===== src/rtl/bcd_nonce_scheduler_pkg.sv =====
// Shared types for the BCD nonce scheduler.
// Digit helpers operate on 15-digit packed BCD, digit 0 in [3:0].
package bcd_pkg;

  localparam int BCD_DIGITS = 15;
  localparam int NONCE_W    = 60;

  typedef logic [NONCE_W-1:0] bcd_nonce_t;

  typedef enum logic [1:0] {
    IDLE,
    ISSUE,
    DONE
  } state_t;

  // One BCD digit add: returns {carry, digit}.
  function automatic logic [4:0] bcd_add_digit(
    input logic [3:0] a,
    input logic [3:0] b,
    input logic       cin
  );
    logic [4:0] s;
    logic [4:0] s10;
    s   = {1'b0, a} + {1'b0, b} + {4'd0, cin};
    s10 = s - 5'd10;
    if (s > 5'd9) return {1'b1, s10[3:0]};
    else          return s;
  endfunction

  // True when every digit is 0..9.
  function automatic logic bcd_valid(input bcd_nonce_t v);
    logic ok;
    ok = 1'b1;
    for (int i = 0; i < BCD_DIGITS; i++) begin
      if (v[4*i +: 4] > 4'd9) ok = 1'b0;
    end
    return ok;
  endfunction

endpackage


===== src/rtl/bcd_nonce_scheduler_if.sv =====
// Host command/config and core request/grant bundle.
// master drives config and requests; slave is the scheduler.
interface bcd_nonce_scheduler_if
  import bcd_pkg::*;
#(
  parameter int NUM_CORES = 4
);
  bcd_nonce_t           cfg_start_nonce;
  bcd_nonce_t           cfg_end_nonce;
  logic                 cmd_start;
  logic                 cmd_abort;
  logic [NUM_CORES-1:0] req;
  logic [NUM_CORES-1:0] grant;
  logic                 grant_valid;
  bcd_nonce_t           grant_nonce;
  logic                 busy;
  logic                 done;
  logic                 error;
  logic [31:0]          issued_count;

  modport master (
    output cfg_start_nonce, cfg_end_nonce,
    output cmd_start, cmd_abort, req,
    input  grant, grant_valid, grant_nonce,
    input  busy, done, error, issued_count
  );

  modport slave (
    input  cfg_start_nonce, cfg_end_nonce,
    input  cmd_start, cmd_abort, req,
    output grant, grant_valid, grant_nonce,
    output busy, done, error, issued_count
  );
endinterface


===== src/rtl/bcd_incr_comb.sv =====
// Combinational add of one BCD digit to a 15-digit BCD value.
// carry_out flags a wrap past 10^15-1.
module bcd_incr_comb
  import bcd_pkg::*;
(
  input  bcd_nonce_t value,
  input  logic [3:0] digit,
  output bcd_nonce_t sum,
  output logic       carry_out
);

  // Ripple the digit adder across all 15 digits.
  always_comb begin
    logic       c;
    logic [4:0] r;
    c   = 1'b0;
    sum = '0;
    for (int i = 0; i < BCD_DIGITS; i++) begin
      r = bcd_add_digit(value[4*i +: 4], (i == 0) ? digit : 4'd0, c);
      sum[4*i +: 4] = r[3:0];
      c = r[4];
    end
    carry_out = c;
  end

endmodule


===== src/rtl/bcd_nonce_scheduler.sv =====
// Round-robin nonce block scheduler over a BCD search range.
// One registered one-hot grant per cycle, carrying the current base.
module bcd_nonce_scheduler
  import bcd_pkg::*;
#(
  parameter int NUM_CORES  = 4,
  parameter int BLOCK_STEP = 1
) (
  input logic                  clk,
  input logic                  rst,
  bcd_nonce_scheduler_if.slave bus
);

  localparam int PW = (NUM_CORES > 1) ? $clog2(NUM_CORES) : 1;

  state_t               state, state_n;
  bcd_nonce_t           cur, cur_n;
  logic                 wrapped, wrapped_n;
  logic [PW-1:0]        rr, rr_n;
  logic [NUM_CORES-1:0] grant, grant_n;
  bcd_nonce_t           nonce, nonce_n;
  logic                 done, done_n;
  logic                 error, error_n;
  logic [31:0]          cnt, cnt_n;

  bcd_nonce_t           cur_inc;
  logic                 cur_carry;

  logic [PW-1:0]        win;
  logic [PW-1:0]        win_nxt;
  logic                 cfg_ok;

  bcd_incr_comb u_incr (
    .value     (cur),
    .digit     (4'(BLOCK_STEP)),
    .sum       (cur_inc),
    .carry_out (cur_carry)
  );

  // Rotate requests to rr, pick the lowest set bit, rotate back.
  always_comb begin
    logic [2*NUM_CORES-1:0] dbl;
    logic [NUM_CORES-1:0]   rot;
    logic [PW-1:0]          off;
    int                     s;
    dbl = {bus.req, bus.req} >> rr;
    rot = dbl[NUM_CORES-1:0];
    off = '0;
    for (int i = NUM_CORES - 1; i >= 0; i--) begin
      if (rot[i]) off = i[PW-1:0];
    end
    s = int'(off) + int'(rr);
    if (s >= NUM_CORES) s = s - NUM_CORES;
    win = s[PW-1:0];
    s = s + 1;
    if (s >= NUM_CORES) s = s - NUM_CORES;
    win_nxt = s[PW-1:0];
  end

  assign cfg_ok = bcd_valid(bus.cfg_start_nonce)
               && bcd_valid(bus.cfg_end_nonce)
               && (bus.cfg_start_nonce <= bus.cfg_end_nonce);

  // Next-state and next-output decode for the whole scheduler.
  always_comb begin
    state_n   = state;
    cur_n     = cur;
    wrapped_n = wrapped;
    rr_n      = rr;
    grant_n   = '0;
    nonce_n   = nonce;
    done_n    = done;
    error_n   = error;
    cnt_n     = cnt;
    if (bus.cmd_abort) begin
      state_n = IDLE;
      done_n  = 1'b0;
      error_n = 1'b0;
    end else begin
      unique case (state)
        IDLE, DONE: begin
          if (bus.cmd_start) begin
            if (!cfg_ok) begin
              state_n = DONE;
              done_n  = 1'b0;
              error_n = 1'b1;
            end else begin
              state_n   = ISSUE;
              cur_n     = bus.cfg_start_nonce;
              wrapped_n = 1'b0;
              cnt_n     = '0;
              done_n    = 1'b0;
              error_n   = 1'b0;
            end
          end
        end
        ISSUE: begin
          if (|bus.req) begin
            if (wrapped || (cur > bus.cfg_end_nonce)) begin
              state_n = DONE;
              done_n  = 1'b1;
            end else begin
              grant_n[win] = 1'b1;
              nonce_n      = cur;
              cur_n        = cur_inc;
              wrapped_n    = cur_carry;
              rr_n         = win_nxt;
              cnt_n        = (cnt == '1) ? cnt : cnt + 32'd1;
            end
          end
        end
        default: state_n = IDLE;
      endcase
    end
  end

  // State and output registers.
  always_ff @(posedge clk or posedge rst) begin
    if (rst) begin
      state   <= IDLE;
      cur     <= '0;
      wrapped <= 1'b0;
      rr      <= '0;
      grant   <= '0;
      nonce   <= '0;
      done    <= 1'b0;
      error   <= 1'b0;
      cnt     <= '0;
    end else begin
      state   <= state_n;
      cur     <= cur_n;
      wrapped <= wrapped_n;
      rr      <= rr_n;
      grant   <= grant_n;
      nonce   <= nonce_n;
      done    <= done_n;
      error   <= error_n;
      cnt     <= cnt_n;
    end
  end

  assign bus.grant        = grant;
  assign bus.grant_valid  = |grant;
  assign bus.grant_nonce  = nonce;
  assign bus.busy         = (state == ISSUE);
  assign bus.done         = done;
  assign bus.error        = error;
  assign bus.issued_count = cnt;

endmodule


===== src/flat_wrapper.sv =====
// flat-port wrapper written by rule: the top's interface ports become plain ports
module bcd_nonce_scheduler_flat import bcd_pkg::*;
#(
  parameter int NUM_CORES  = 4,
  parameter int BLOCK_STEP = 1
)
  (clk, rst, bus_cfg_start_nonce, bus_cfg_end_nonce, bus_cmd_start, bus_cmd_abort, bus_req, bus_grant, bus_grant_valid, bus_grant_nonce, bus_busy, bus_done, bus_error, bus_issued_count);
  bcd_nonce_scheduler_if #(.NUM_CORES(NUM_CORES)) bus_i ();
  input logic clk;
  input logic rst;
  input wire logic [$bits(bus_i.cfg_start_nonce)-1:0] bus_cfg_start_nonce;
  input wire logic [$bits(bus_i.cfg_end_nonce)-1:0] bus_cfg_end_nonce;
  input wire logic [$bits(bus_i.cmd_start)-1:0] bus_cmd_start;
  input wire logic [$bits(bus_i.cmd_abort)-1:0] bus_cmd_abort;
  input wire logic [$bits(bus_i.req)-1:0] bus_req;
  output wire logic [$bits(bus_i.grant)-1:0] bus_grant;
  output wire logic [$bits(bus_i.grant_valid)-1:0] bus_grant_valid;
  output wire logic [$bits(bus_i.grant_nonce)-1:0] bus_grant_nonce;
  output wire logic [$bits(bus_i.busy)-1:0] bus_busy;
  output wire logic [$bits(bus_i.done)-1:0] bus_done;
  output wire logic [$bits(bus_i.error)-1:0] bus_error;
  output wire logic [$bits(bus_i.issued_count)-1:0] bus_issued_count;
  assign bus_i.cfg_start_nonce = bus_cfg_start_nonce;
  assign bus_i.cfg_end_nonce = bus_cfg_end_nonce;
  assign bus_i.cmd_start = bus_cmd_start;
  assign bus_i.cmd_abort = bus_cmd_abort;
  assign bus_i.req = bus_req;
  assign bus_grant = bus_i.grant;
  assign bus_grant_valid = bus_i.grant_valid;
  assign bus_grant_nonce = bus_i.grant_nonce;
  assign bus_busy = bus_i.busy;
  assign bus_done = bus_i.done;
  assign bus_error = bus_i.error;
  assign bus_issued_count = bus_i.issued_count;
  bcd_nonce_scheduler #(.NUM_CORES(NUM_CORES), .BLOCK_STEP(BLOCK_STEP)) u_core (.clk(clk), .rst(rst), .bus(bus_i));
endmodule

===== config.mk =====
export PLATFORM = sky130hd
export DESIGN_NAME = bcd_nonce_scheduler_flat
export DESIGN_NICKNAME = d
export VERILOG_FILES = /design/src/rtl/bcd_nonce_scheduler_pkg.sv /design/src/rtl/bcd_nonce_scheduler_if.sv /design/src/rtl/bcd_incr_comb.sv /design/src/rtl/bcd_nonce_scheduler.sv /design/src/flat_wrapper.sv
export SDC_FILE = /design/constraint.sdc
export NUM_CORES = 1
export LEC_CHECK = 0
export ABC_AREA = 1
export CAP_MARGIN = 20
export CELL_PAD_IN_SITES_DETAIL_PLACEMENT = 1
export CELL_PAD_IN_SITES_GLOBAL_PLACEMENT = 2
export CORE_MARGIN = 2
export CORE_UTILIZATION = 33
export CTS_CLUSTER_DIAMETER = 150
export DETAILED_ROUTE_END_ITERATION = 7
export MAX_ROUTING_LAYER = met4
export PLACE_DENSITY = 0.86
export SLEW_MARGIN = 15
export SYNTH_ARGS = -nofsm -noshare
export SYNTH_HDL_FRONTEND = slang
export SYNTH_HIERARCHICAL = 1
export SYNTH_SLANG_ARGS = --single-unit

===== constraint.sdc =====
create_clock -name clk -period 43.3 [get_ports clk]
set_clock_uncertainty 0.05 [all_clocks]
set_input_delay 8.66 -clock clk [delete_from_list [all_inputs] [get_ports clk]]
set_output_delay 8.66 -clock clk [all_outputs]
set_load 0.03 [all_outputs]

# Yosys cells after proc, flatten, opt, wreduce, memory -nomap -nowiden
# Index checks and enable logic that the tools add are counted.
# word_totals
elab_cells,215
in_bits,128
regBits,163
output_inout_bits,100
# op_classes
muxes,88
n_reduce_logical,18
n_addsub,35
n_eq_ne,11
bitwise,2
shift,1
magnitude_cmp,51
# op_table
cell,n
2-to-1 mux 60 bit,4
2-to-1 mux 32 bit,6
> comparator 4 bit (second input constant),30
one-hot mux 60 bit (2 select lines),1
> comparator 5 x 4 -> 1 bit (second input constant),15
2-to-1 mux 5 bit,15
adder 4 x 1 -> 5 bit,14
greater-or-equal comparator 32 x 4 -> 1 bit (second input constant),2
one-hot mux 32 bit (2 select lines),1
> comparator 60 bit,1
<= comparator 60 bit,1
subtractor 4 bit (second input constant),15
2-to-1 mux 1 bit,43
adder 32 x 1 -> 32 bit (second input constant),1
adder 32 x 2 -> 32 bit (second input constant),1
equality test 32 bit (second input constant),1
subtractor 32 x 4 -> 32 bit (second input constant),1
2-to-1 mux 2 bit,10
2-to-1 mux 4 bit,4
AND reduction 4 bit,2
OR reduction 4 bit,2
>> shifter 8 x 2 -> 4 bit,1
AND reduction 7 bit,1
!= test 2 bit (second input constant),3
23 further kinds,31

# Logic depth before layout (Yosys ltp)
# Gate-level depths: netlist of run 1.
# logic_depth
ltp_word,48
mapped_depth,119
mapped_depth_nobuf,119

# Cells and area by module
# The synthesis of run 1 kept the hierarchy.
# modules_own_cells
mod,area_per_inst_um2,cells_each,seq_area_each_um2,instances
bcd_nonce_scheduler,11673.7,1683,4078.9,1
bcd_incr_comb,2825.2,454,0.0,1

# Worst setup path before layout of run 1
# OpenSTA, ideal clock, no wires.
# synth_path
kind,reg-to-reg
from,register u_core.cur[0]
to,register u_core.cur[59]
synth_period_minus_slack_ps,17424
t_required_ps,43133
arrival_ps,17257
slack_ps,25876
n_path_buf,0
stages_incl_launch_ff,117
cell_sequence,dfrtp_1 ha_1 inv_1 fa_1 inv_1 nand2_1 nand2_2 ha_1 inv_1 a21oi_1 a21oi_2 nand2_2 nand2_2 ha_1 ha_1 xnor2_1 ha_1 nand2_1 [81 not listed] xnor2_1 ha_1 nand2_1 nand3_4 nand2_4 ha_1 ha_1 xnor2_1 ha_1 nand2_1 nand3_4 nand2_4 nand2_1 nand2_1 nand2_1 nand2_1 nand3_1 nand2_1
# synth_between
elab_chain_cells,48
# synth_lines
element,line_no,source
"start, declared",bcd_nonce_scheduler.sv:17,"bcd_nonce_t cur, cur_n;"
"start signal, assigned",bcd_nonce_scheduler.sv:131,cur <= cur_n;
adder 4 x 1 -> 5 bit *,bcd_nonce_scheduler_pkg.sv:24,"s = {1'b0, a} + {1'b0, b} + {4'd0, cin};"
> comparator 5 x 4 -> 1 bit,bcd_nonce_scheduler_pkg.sv:26,"if (s > 5'd9) return {1'b1, s10[3:0]};"
2-to-1 mux 5 bit *,bcd_nonce_scheduler_pkg.sv:26,
adder 4 x 1 -> 5 bit *,bcd_nonce_scheduler_pkg.sv:24,
> comparator 5 x 4 -> 1 bit,bcd_nonce_scheduler_pkg.sv:26,
2-to-1 mux 5 bit *,bcd_nonce_scheduler_pkg.sv:26,
adder 4 x 1 -> 5 bit *,bcd_nonce_scheduler_pkg.sv:24,
> comparator 5 x 4 -> 1 bit,bcd_nonce_scheduler_pkg.sv:26,
[33 not listed],-,
2-to-1 mux 5 bit *,bcd_nonce_scheduler_pkg.sv:26,
adder 4 x 1 -> 5 bit *,bcd_nonce_scheduler_pkg.sv:24,
subtractor 4 bit / > comparator 5 x 4 -> 1 bit (equally long branches),"bcd_nonce_scheduler_pkg.sv:25, bcd_nonce_scheduler_pkg.sv:26",
2-to-1 mux 5 bit *,bcd_nonce_scheduler_pkg.sv:26,
named net u_core.cur_inc[59],bcd_nonce_scheduler.sv:26,bcd_nonce_t cur_inc;
2-to-1 mux 60 bit *,bcd_nonce_scheduler.sv:99,if (wrapped || (cur > bus.cfg_end_nonce)) begin
2-to-1 mux 60 bit *,bcd_nonce_scheduler.sv:98,if (|bus.req) begin
one-hot mux 60 bit (2 select lines) *,bcd_nonce_scheduler.sv:80,unique case (state)
# The timed path passes the listed nets; every way through them passes the cells marked *. The select of a mux whose other input is x is not followed.
# A chain may end at the register's enable or synchronous reset.

# Worst setup path in the final report of run 1
# Ends and elaborated chain as after synthesis.

==> flow_summary_export.csv, run 1 <==
group,metric,value,unit
detailed_routing,vias,14563,
die,die_h,214,um
die,fp-row-count,76,
die,die-area,45600,sq um
min_path,hp-class,"flop to flop",
place,gp_congestion,0.898,
pwr,internal-power,284,uW
logic_synthesis,synth_top_cell_area_share,28.1,%
logic_synthesis,synth_area_leaders,"dfrtp_1 (28%), nand2_1 (21%), ha_1 (15%), inv_1 (6.9%), nand3_1 (6.0%)",
sta,rsz0062_at_grt,"no",
worst_setup_path,cp_common_cell,"ha_1",
worst_setup_path,cp-start-kind,"flop",
finish,synthToLayoutAreaGrowth,23.6,%
sta,slew_violations,0,
place,hpwlAfterDp,40000,um
detailed_routing,finalWirelength,51800,um
pwr,powerDensity,23.7,nW/um^2
run,maxCapViolCount,0,
finish,final_util,41.4,%
sta,layout_worst_path_cycle_share,46.1,%
grt,antenna_found_initial,3,
detailed_routing,drt_first_pass_iters,5,
finish,layout.nets,2640,
clock_tree,post_cts_buffers,0,
pwr,p_leak,9.07,nW
die,io_pins,228,
finish,final_common_cell,"nand2_1",
place,place_inst,2900,
clock_tree,cts_sinks,163,
grt,overflow,0,
logic_synthesis,ys_seq_area_share,28.1,%
pwr,seqPwrFrac,38.7,%
grt,grt_pass1_wl,82200,um
place,placed_area,17300,sq um
sta,setup_tns,0,ns
finish,drive_gt1_share,4.81,%
logic_synthesis,ys.warnings.count,6,
finish,fill_cells,5542,
sta,fmax,0.0501,GHz
sta,hold_viol,0,
clock_tree,h-tree-depth,4,
logic_synthesis,ys_seq_elements,163,
clock_tree,clock_latency,0.50,ns
grt,grt_pass1_vias,15288,
pwr,comb_power_share,22.3,%
sta,slew_headroom,32.0,%
sta,finalSetupViolations,0,
worst_setup_path,max_stage_delay,0.39,ns
worst_setup_path,end_kind,"flop",
detailed_routing,final_antenna_net_count,0,
logic_synthesis,syn_inst,2137,
sta,fin_crit,19.97,ns
finish,register_area,4080,sq um
logic_synthesis,syn_area_per_cell,6.78,sq um
worst_setup_path,cp.required,43.64,ns
worst_setup_path,critPathSlowestCell,"fa_1",
clock_tree,cts_tree,"built",
die,fp.dieW,214,um
pwr,ir_worst_vdd,0.0000239,V
logic_synthesis,synthesis.area,14500,sq um
pwr,p_switching,141,uW
pwr,p_sw_share,33.2,%
finish,final_area,17900,sq um
clock_tree,ctsHoldBuffers,0,
sta,tightest_slew,1.02,ns
detailed_routing,wl_per_cell,17.7,um
detailed_routing,drcViolationCount,0,
clock_tree,cts_buffers,17,
detailed_routing,avgViaCountPerCell,4.96,
status,status,"finished clean",
clock_tree,cts-root-buf,"clkbuf_16",
clock_tree,postCtsResizedCells,0,
sta,hold_slack,0.444,ns
finish,fin_cells,2935,
clock_tree,clockBufferDepth,2,
finish,layout_common_cells,"nand2_1 (793), inv_1 (263), clkdlybuf4s50_1 (227), ha_1 (177), nand3_1 (174)",
logic_synthesis,yosysUniqueCellTypes,40,
place,io_buffers,227,
worst_setup_path,crit_type,"flop to flop",
worst_setup_path,critical_path.max_fanout,4,
die,initial_core_util,33.5,%
clock_tree,clk_pin_slew,0.08,ns
grt,grtUsageTotal,24.0,%
grt,grt_max_degree,97,
worst_setup_path,critPathArrivalTime,20.31,ns
die,core,43300,sq um
worst_setup_path,ff2ff_setup_slack,23.33,ns
pwr,power_frac_clock,39.0,%
finish,multiInputGateArea,9140,sq um
logic_synthesis,yosys.area.top_type,"dfrtp_1",
detailed_routing,drt-initial-drc-count,763,
-- worst paths after layout --
path / from / endpoint / cells past startpoint
min in group asynchronous: rst / u_core/bus.grant_nonce[36]$_DFFE_PP0P_ / 2
max in group asynchronous: rst / u_core/cur[56]$_DFFE_PP0P_ / 3
worst max-delay path: u_core/cur[0]$_DFFE_PP0P_ / u_core/cur[59]$_DFFE_PP0P_ / 116
worst max register to register: u_core/cur[0]$_DFFE_PP0P_ / u_core/cur[59]$_DFFE_PP0P_ / 116
worst min register to register: u_core/bus.grant_nonce[36]$_DFFE_PP0P_ / u_core/bus.grant_nonce[36]$_DFFE_PP0P_ / 2
worst min-delay path: u_core/bus.grant_nonce[36]$_DFFE_PP0P_ / u_core/bus.grant_nonce[36]$_DFFE_PP0P_ / 2
-- cell type report --
class | count | share of cell area [%]
multi-input cells | 1644 | 51.0
inverters | 274 | 5.77
flip-flops and latches | 163 | 22.8
well taps | 585 | 4.08
repair buffers | 234 | 13.0
diodes | 3 | 0.0419
clock buffers | 17 | 2.37
clock inverters | 15 | 1.03
-- worst max-delay path, delay by kind of cell (launching register included) --
| kind | cells | cell delay (ns) |
|---|---|---|
| fa+ha+maj | 45 | 10.40 |
| simple gates | 52 | 4.81 |
| xor+xnor | 14 | 3.78 |
| flops | 1 | 0.38 |
| buf+inv | 3 | 0.20 |
| compound gates | 2 | 0.20 |
-- synth_stat cells (all sizes together) --
master / instances
nor4b: 1
ha: 177
a21o: 10
fa: 1
o31ai: 1
nor3b: 2
nand3b: 12
xnor2: 44
nor2: 128
clkbuf: 14
nand2: 829
buf: 45
xor2: 14
nor4: 9
and2: 2
inv: 274
o21ai: 108
nor3: 17
and3: 1
conb: 2
or4: 1
nand3: 189
nand4: 39
o2111a: 1
a21oi: 53
dfrtp: 163
-- stage by stage --
stage / setup slack [ns] / total power [mW]
after floorplan: 25.88 / 0.220
final: 23.33 / 0.425
after CTS: 23.42 / 0.434
after detailed placement: 23.50 / 0.263
after global placement: 25.01 / 0.259
after global routing: 21.76 / 0.449
-- power groups by stage --
stage	Clock (mW)	Sequential (mW)	Combinational, mW
finish	0.166	0.164	0.0949
global route	0.177	0.165	0.106
CTS	0.173	0.165	0.0961
detailed placement	0	0.167	0.0954
global placement	0	0.167	0.0919
floorplan	0	0.174	0.0455
-- kinds of logic after synthesis --
| group | Yosys count | share of synthesized area (%) |
|---|---|---|
| simple gates | 1230 | 37.2 |
| other cells | 2 | 0.0518 |
| fa+ha+maj | 178 | 15.4 |
| flops | 163 | 28.1 |
| compound gates | 173 | 6.36 |
| buf+inv | 333 | 9.18 |
| xor+xnor | 58 | 3.71 |
-- per-layer routing --
| layer | up-vias | GRT usage, % | share of wire (%) |
|---|---|---|---|
| li1 | 7216 | - | - |
| met1 | 7055 | 30.2 | 47 |
| met2 | 250 | 40.0 | 48 |
| met3 | 42 | 4.32 | 3.6 |
| met4 | 0 | 5.70 | 1.4 |
| met5 | - | - | 0 |
-- sequential cells by signal, summed over array words and instances (netlist names) --
register / flops
u_core/bus.grant_nonce: 60
u_core/cur: 60
u_core/bus.issued_count: 32
u_core/bus.grant: 4
u_core/rr: 2
u_core/state: 2
u_core/bus.done: 1
u_core/bus.error: 1
u_core/wrapped: 1
No activity file was read; power rests on OpenSTA's default activity.
==> inputs of run 2 (changes only) <==
--- a/config.mk
+++ b/config.mk
@@ -10,11 +10,11 @@
 export CELL_PAD_IN_SITES_DETAIL_PLACEMENT = 1
 export CELL_PAD_IN_SITES_GLOBAL_PLACEMENT = 2
 export CORE_MARGIN = 2
-export CORE_UTILIZATION = 33
+export CORE_UTILIZATION = 28
 export CTS_CLUSTER_DIAMETER = 150
 export DETAILED_ROUTE_END_ITERATION = 7
 export MAX_ROUTING_LAYER = met4
-export PLACE_DENSITY = 0.86
+export PLACE_DENSITY = 0.77
 export SLEW_MARGIN = 15
 export SYNTH_ARGS = -nofsm -noshare
 export SYNTH_HDL_FRONTEND = slang
==> constraint.sdc (replaced) <==
create_clock -name clk -period 16.3 [get_ports clk]
set_clock_uncertainty 0.05 [all_clocks]
set_input_delay 3.26 -clock clk [delete_from_list [all_inputs] [get_ports clk]]
set_output_delay 3.26 -clock clk [all_outputs]
set_load 0.03 [all_outputs]
==> flow_summary_export.csv, run 2 (synthesized netlist as in run 1, its figures left out) <==
group,metric,value,unit
place,placed_area,17900,sq um
sta,slew_violations,0,
pwr,ir_worst_vdd,0.0000783,V
worst_setup_path,crit_buf_inv,7,
sta,finalSetupViolations,0,
sta,layout_worst_path_cycle_share,96.4,%
worst_setup_path,cp.required,16.69,ns
finish,final_util,37.9,%
detailed_routing,drt_first_pass_iters,4,
detailed_routing,vias,14779,
detailed_routing,avgViaCountPerCell,4.74,
die,initial_core_util,28.3,%
pwr,p_leak,9.43,nW
finish,layout_common_cells,"nand2_1 (773), inv_1 (256), clkdlybuf4s50_1 (227), nand3_1 (174), dfrtp_1 (163)",
worst_setup_path,critPathArrivalTime,16.10,ns
finish,synthToLayoutAreaGrowth,34.2,%
worst_setup_path,crit_family,"adder cells",
clock_tree,clock_latency,0.51,ns
detailed_routing,drcViolationCount,0,
run,maxCapViolCount,0,
die,die_h,232,um
sta,fin_crit,15.71,ns
grt,grt_pass1_wl,84200,um
pwr,powerDensity,57.7,nW/um^2
place,io_buffers,227,
finish,final_area,19500,sq um
clock_tree,clk_pin_slew,0.07,ns
status,status,"finished clean",
grt,overflow,0,
clock_tree,cts_buffers,17,
worst_setup_path,ff2ff_setup_slack,0.59,ns
sta,fmax,0.0637,GHz
worst_setup_path,r2r_end,"u_core/cur[59]$_DFFE_PP0P_",
worst_setup_path,cp-start-kind,"flop",
sta,tightest_slew,0.978,ns
finish,layout.nets,2730,
clock_tree,cts_tree,"built",
worst_setup_path,cp.depth,117,
finish,drive_gt1_share,11.9,%
detailed_routing,finalWirelength,54100,um
die,die-area,53600,sq um
min_path,hp-class,"flop to flop",
worst_setup_path,cp_common_cell,"ha_4",
sta,setup_ws,0.591,ns
detailed_routing,drt-initial-drc-count,579,
worst_setup_path,critical_path.max_fanout,4,
grt,antenna_found_initial,3,
die,fp-row-count,83,
worst_setup_path,critPathCapture,"u_core/cur[59]$_DFFE_PP0P_",
die,core,51300,sq um
place,gp_congestion,0.866,
worst_setup_path,rr_startpoint,"u_core/cur[0]$_DFFE_PP0P_",
clock_tree,cts_sinks,163,
grt,grt_max_degree,78,
detailed_routing,final_antenna_net_count,0,
finish,final_common_cell,"nand2_1",
place,hpwlAfterDp,41400,um
sta,hold_viol,0,
finish,fill_cells,6353,
grt,grt_pass1_vias,15527,
min_path,min_path_cells,2,
worst_setup_path,end_kind,"flop",
pwr,p_total,1.12,mW
detailed_routing,wl_per_cell,17.3,um
worst_setup_path,critPathSlowestCell,"fa_2",
grt,grtUsageTotal,20.9,%
clock_tree,h-tree-depth,4,
die,io_pins,228,
worst_setup_path,startpoint,"u_core/cur[0]$_DFFE_PP0P_",
worst_setup_path,max_stage_delay,0.62,ns
clock_tree,ctsHoldBuffers,0,
clock_tree,cts-root-buf,"clkbuf_16",
sta,slew_headroom,34.8,%
place,dp_slack,-1.04,ns
worst_setup_path,crit_type,"flop to flop",
worst_setup_path,worst-r2r-cell-count,117,
clock_tree,clockBufferDepth,2,
die,fp.dieW,232,um
run 2: cell types whose count changed in the layout (fill, tap and decap cells not counted), moves of 6 or more:
cell     change
buf_4       +88
nand2_4      +7
ha_1        -48
nand2_2     +13
nand2_1     -20
ha_2        +10
inv_2        +6
ha_4        +38
xnor2_1     -10
xnor2_4      +9
inv_1        -7
run 2: report_power, final:
part           internal (mW)  switching [mW]  leakage [nW]
combinational          0.115           0.154          7.02
sequential             0.420          0.0182          2.14
clock                  0.210           0.205         0.277
run 2: worst min-delay path by stage:
stage                                      startpoint                                endpoint  slack [ns]
2_1_floorplan              u_core/wrapped$_DFFE_PP0P_              u_core/wrapped$_DFFE_PP0P_        0.41
3_3_place_gp   u_core/bus.grant_nonce[31]$_DFFE_PP0P_  u_core/bus.grant_nonce[31]$_DFFE_PP0P_        0.42
3_5_place_dp   u_core/bus.grant_nonce[34]$_DFFE_PP0P_  u_core/bus.grant_nonce[34]$_DFFE_PP0P_        0.43
4_1_cts        u_core/bus.grant_nonce[23]$_DFFE_PP0P_  u_core/bus.grant_nonce[23]$_DFFE_PP0P_        0.45
5_1_grt         u_core/bus.grant_nonce[1]$_DFFE_PP0P_   u_core/bus.grant_nonce[1]$_DFFE_PP0P_        0.46
6_report       u_core/bus.grant_nonce[23]$_DFFE_PP0P_  u_core/bus.grant_nonce[23]$_DFFE_PP0P_        0.44
run 2: per-stage QoR:
stage / hold slack, ns / TNS, ns / cells
2_1_floorplan: 0.414 / 0 / 2140
3_3_place_gp: 0.423 / -0.212 / 3039
3_5_place_dp: 0.430 / -4.19 / 3039
4_1_cts: 0.447 / 0 / 3083
5_1_grt: 0.463 / -0.843 / 3120
6_report: 0.444 / 0 / 3120
run 2: cell type report:
| type | instances | area (sq um) | share of cell area, % |
|---|---|---|---|
| multi-input combinational | 1644 | 9910 | 50.9 |
| sequential | 163 | 4080 | 21.0 |
| timing repair buffer | 324 | 3010 | 15.5 |
| inverter | 274 | 1030 | 5.32 |
| tap | 680 | 851 | 4.37 |
| clock buffer | 21 | 470 | 2.42 |
| clock inverter | 11 | 93.8 | 0.482 |
| antenna | 3 | 7.51 | 0.0386 |
run 2: timing repair:
| item | in CTS | in global routing |
|---|---|---|
| gates resized for setup | 27 | 63 |
| buffers inserted | 12 | 35 |
| endpoints found under the setup margin | 8 | 8 |
| pin swaps | 29 | 62 |
run 2: layer usage:
layer / global-route usage [%] / wire, um
met2: 35.0 / 26300
met5: - / 0
met1: 25.3 / 24700
met3: 3.53 / 1800
met4: 7.09 / 1270
run 2: tightest hold or removal path, cell delays in order (launching register included):
cell	delay (ns)
dfrtp_1	0.34
nand2_1	0.05
o21ai_1	0.06
==> inputs of run 3 (changes only) <==
--- a/config.mk
+++ b/config.mk
@@ -11,10 +11,12 @@
 export CELL_PAD_IN_SITES_GLOBAL_PLACEMENT = 2
 export CORE_MARGIN = 2
 export CORE_UTILIZATION = 28
+export CTS_BUF_LIST = sky130_fd_sc_hd__clkbuf_4 sky130_fd_sc_hd__clkbuf_8
 export CTS_CLUSTER_DIAMETER = 150
 export DETAILED_ROUTE_END_ITERATION = 7
 export MAX_ROUTING_LAYER = met4
 export PLACE_DENSITY = 0.77
+export REMOVE_ABC_BUFFERS = 1
 export SLEW_MARGIN = 15
 export SYNTH_ARGS = -nofsm -noshare
 export SYNTH_HDL_FRONTEND = slang
==> flow_summary_export.csv, run 3 (synthesized netlist as in run 1, its figures left out) <==
group,metric,value,unit
min_path,whs_endpoint,"u_core/bus.grant_nonce[49]$_DFFE_PP0P_",
detailed_routing,wl_per_cell,17.4,um
worst_setup_path,max_stage_delay,0.58,ns
pwr,power_frac_clock,32.9,%
finish,fin_cells,3172,
sta,slew_headroom,27.0,%
worst_setup_path,r2r_end,"u_core/cur[58]$_DFFE_PP0P_",
finish,final_util,38.1,%
worst_setup_path,crit_family,"adder cells",
clock_tree,h-tree-depth,4,
worst_setup_path,crit_type,"flop to flop",
clock_tree,cts_tree,"built",
pwr,p_switching,361,uW
clock_tree,ctsHoldBuffers,0,
pwr,p_sw_share,34.1,%
grt,grtUsageTotal,21.5,%
sta,slew_violations,0,
sta,fin_crit,15.62,ns
finish,layout_common_cells,"nand2_1 (783), inv_1 (258), clkdlybuf4s50_1 (227), nand3_1 (174), dfrtp_1 (163)",
place,io_buffers,227,
grt,grt_max_degree,105,
clock_tree,cts_sinks,163,
finish,final_common_cell,"nand2_1",
detailed_routing,finalWirelength,55100,um
clock_tree,cts_buffers,17,
min_path,min_path_cells,2,
pwr,seqPwrFrac,41.3,%
pwr,internal-power,698,uW
pwr,p_leak,9.59,nW
clock_tree,clock_latency,0.60,ns
grt,antenna_found_initial,5,
sta,tightest_slew,1.09,ns
min_path,min-delay-start,"u_core/bus.grant_nonce[49]$_DFFE_PP0P_",
grt,grt_pass1_wl,86900,um
worst_setup_path,crit_buf_inv,5,
pwr,comb_power_share,25.8,%
worst_setup_path,critical_path.max_fanout,4,
die,die-area,53600,sq um
worst_setup_path,critPathArrivalTime,16.10,ns
place,place_inst,3105,
die,fp-row-count,83,
finish,drive_gt1_share,13.1,%
pwr,powerDensity,54.2,nW/um^2
worst_setup_path,cp.required,16.78,ns
detailed_routing,vias,15008,
worst_setup_path,worst-r2r-cell-count,116,
worst_setup_path,rr_startpoint,"u_core/cur[0]$_DFFE_PP0P_",
detailed_routing,avgViaCountPerCell,4.73,
detailed_routing,drt_first_pass_iters,5,
sta,finalSetupViolations,0,
die,fp.dieW,232,um
detailed_routing,drt-initial-drc-count,576,
worst_setup_path,cp-start-kind,"flop",
die,die_h,232,um
worst_setup_path,ff2ff_setup_slack,0.68,ns
clock_tree,clockBufferDepth,2,
min_path,hp-class,"flop to flop",
pwr,ir_worst_vdd,0.0000610,V
clock_tree,clk_pin_slew,0.11,ns
finish,fill_cells,6435,
grt,overflow,0,
die,core,51300,sq um
sta,hold_viol,0,
status,status,"finished clean",
place,gp_congestion,0.893,
worst_setup_path,cp_common_cell,"ha_4",
detailed_routing,drcViolationCount,0,
die,initial_core_util,28.3,%
place,dp_slack,-1.86,ns
sta,fmax,0.0640,GHz
grt,grt_pass1_vias,15864,
clock_tree,cts-root-buf,"clkbuf_8",
sta,layout_worst_path_cycle_share,95.8,%
die,io_pins,228,
sta,setup_ws,0.678,ns
sta,hold_slack,0.444,ns
worst_setup_path,end_kind,"flop",
run,maxCapViolCount,0,
detailed_routing,final_antenna_net_count,0,
place,hpwlAfterDp,41500,um
finish,synthToLayoutAreaGrowth,34.7,%
worst_setup_path,critPathSlowestCell,"fa_2",
finish,layout.nets,2781,
run 3: cell types whose count changed in the layout (fill, tap and decap cells not counted), sizes merged:
cell | before | now
buf | 97 | 148
bufinv | 0 | 3
clkinv | 6 | 3
clkinvlp | 1 | 3
diode | 3 | 5
inv | 278 | 276
clkbuf | 21 | 20
run 3: worst max path at each step:
stage / from / end / slack, ns / cells after the start
after global placement: u_core/cur[0]$_DFFE_PP0P_ / u_core/cur[59]$_DFFE_PP0P_ / -0.62 / 118
after detailed placement: u_core/cur[0]$_DFFE_PP0P_ / u_core/cur[59]$_DFFE_PP0P_ / -1.86 / 117
after CTS: u_core/cur[0]$_DFFE_PP0P_ / u_core/cur[58]$_DFFE_PP0P_ / 0.005 / 118
final: u_core/cur[0]$_DFFE_PP0P_ / u_core/cur[58]$_DFFE_PP0P_ / 0.68 / 116
after floorplan: u_core/cur[0]$_DFFE_PP0P_ / u_core/cur[58]$_DFFE_PP0P_ / -1.24 / 115
after global routing: u_core/cur[0]$_DFFE_PP0P_ / u_core/cur[59]$_DFFE_PP0P_ / -0.12 / 118
run 3: power by group through the flow:
stage          Sequential, mW  Clock, mW  Combinational [mW]
6_report                0.437      0.349               0.273
5_1_grt                 0.441      0.380               0.306
4_1_cts                 0.437      0.367               0.271
3_5_place_dp            0.444          0               0.264
3_3_place_gp            0.444          0               0.255
2_1_floorplan           0.462          0               0.120
run 3: per-stage QoR:
step                cell area [sq um]  power (mW)  TNS, ns
global placement                18200       0.699    -2.30
floorplan                       14200       0.582    -5.58
CTS                             19200        1.08        0
global route                    19500        1.13   -0.439
finish                          19500        1.06        0
detailed placement              18200       0.708   -10.58
run 3: metal layers:
metal / routed length (um) / part of all wire, % / GRT usage (%)
met1: 24800 / 45 / 25.7
met2: 27100 / 49 / 36.6
met3: 1870 / 3.4 / 3.81
met4: 1350 / 2.5 / 6.65
met5: 0 / 0 / -
run 3: worst min-delay path: stages, from the launching register on:
cell and delay [ns]:
dfrtp_1 0.35, nand2_1 0.05, o21ai_1 0.06
run 3: timing repair:
item / 4_1_cts / 5_1_grt
resized for setup: 68 / 45
endpoints found under the setup margin: 8 / 8
buffers inserted: 23 / 8
pin swaps: 31 / 33
run 3: final cells by class:
cell class	count	area [sq um]	share of cell area [%]
Clock inverter	11	153	0.782
Timing Repair Buffer	375	3390	17.3
Antenna cell	5	12.5	0.0641
Sequential cell	163	4080	20.9
Tap cell	680	851	4.36
Multi-Input combinational cell	1644	9750	49.9
Clock buffer	20	263	1.35
Inverter	274	1030	5.30
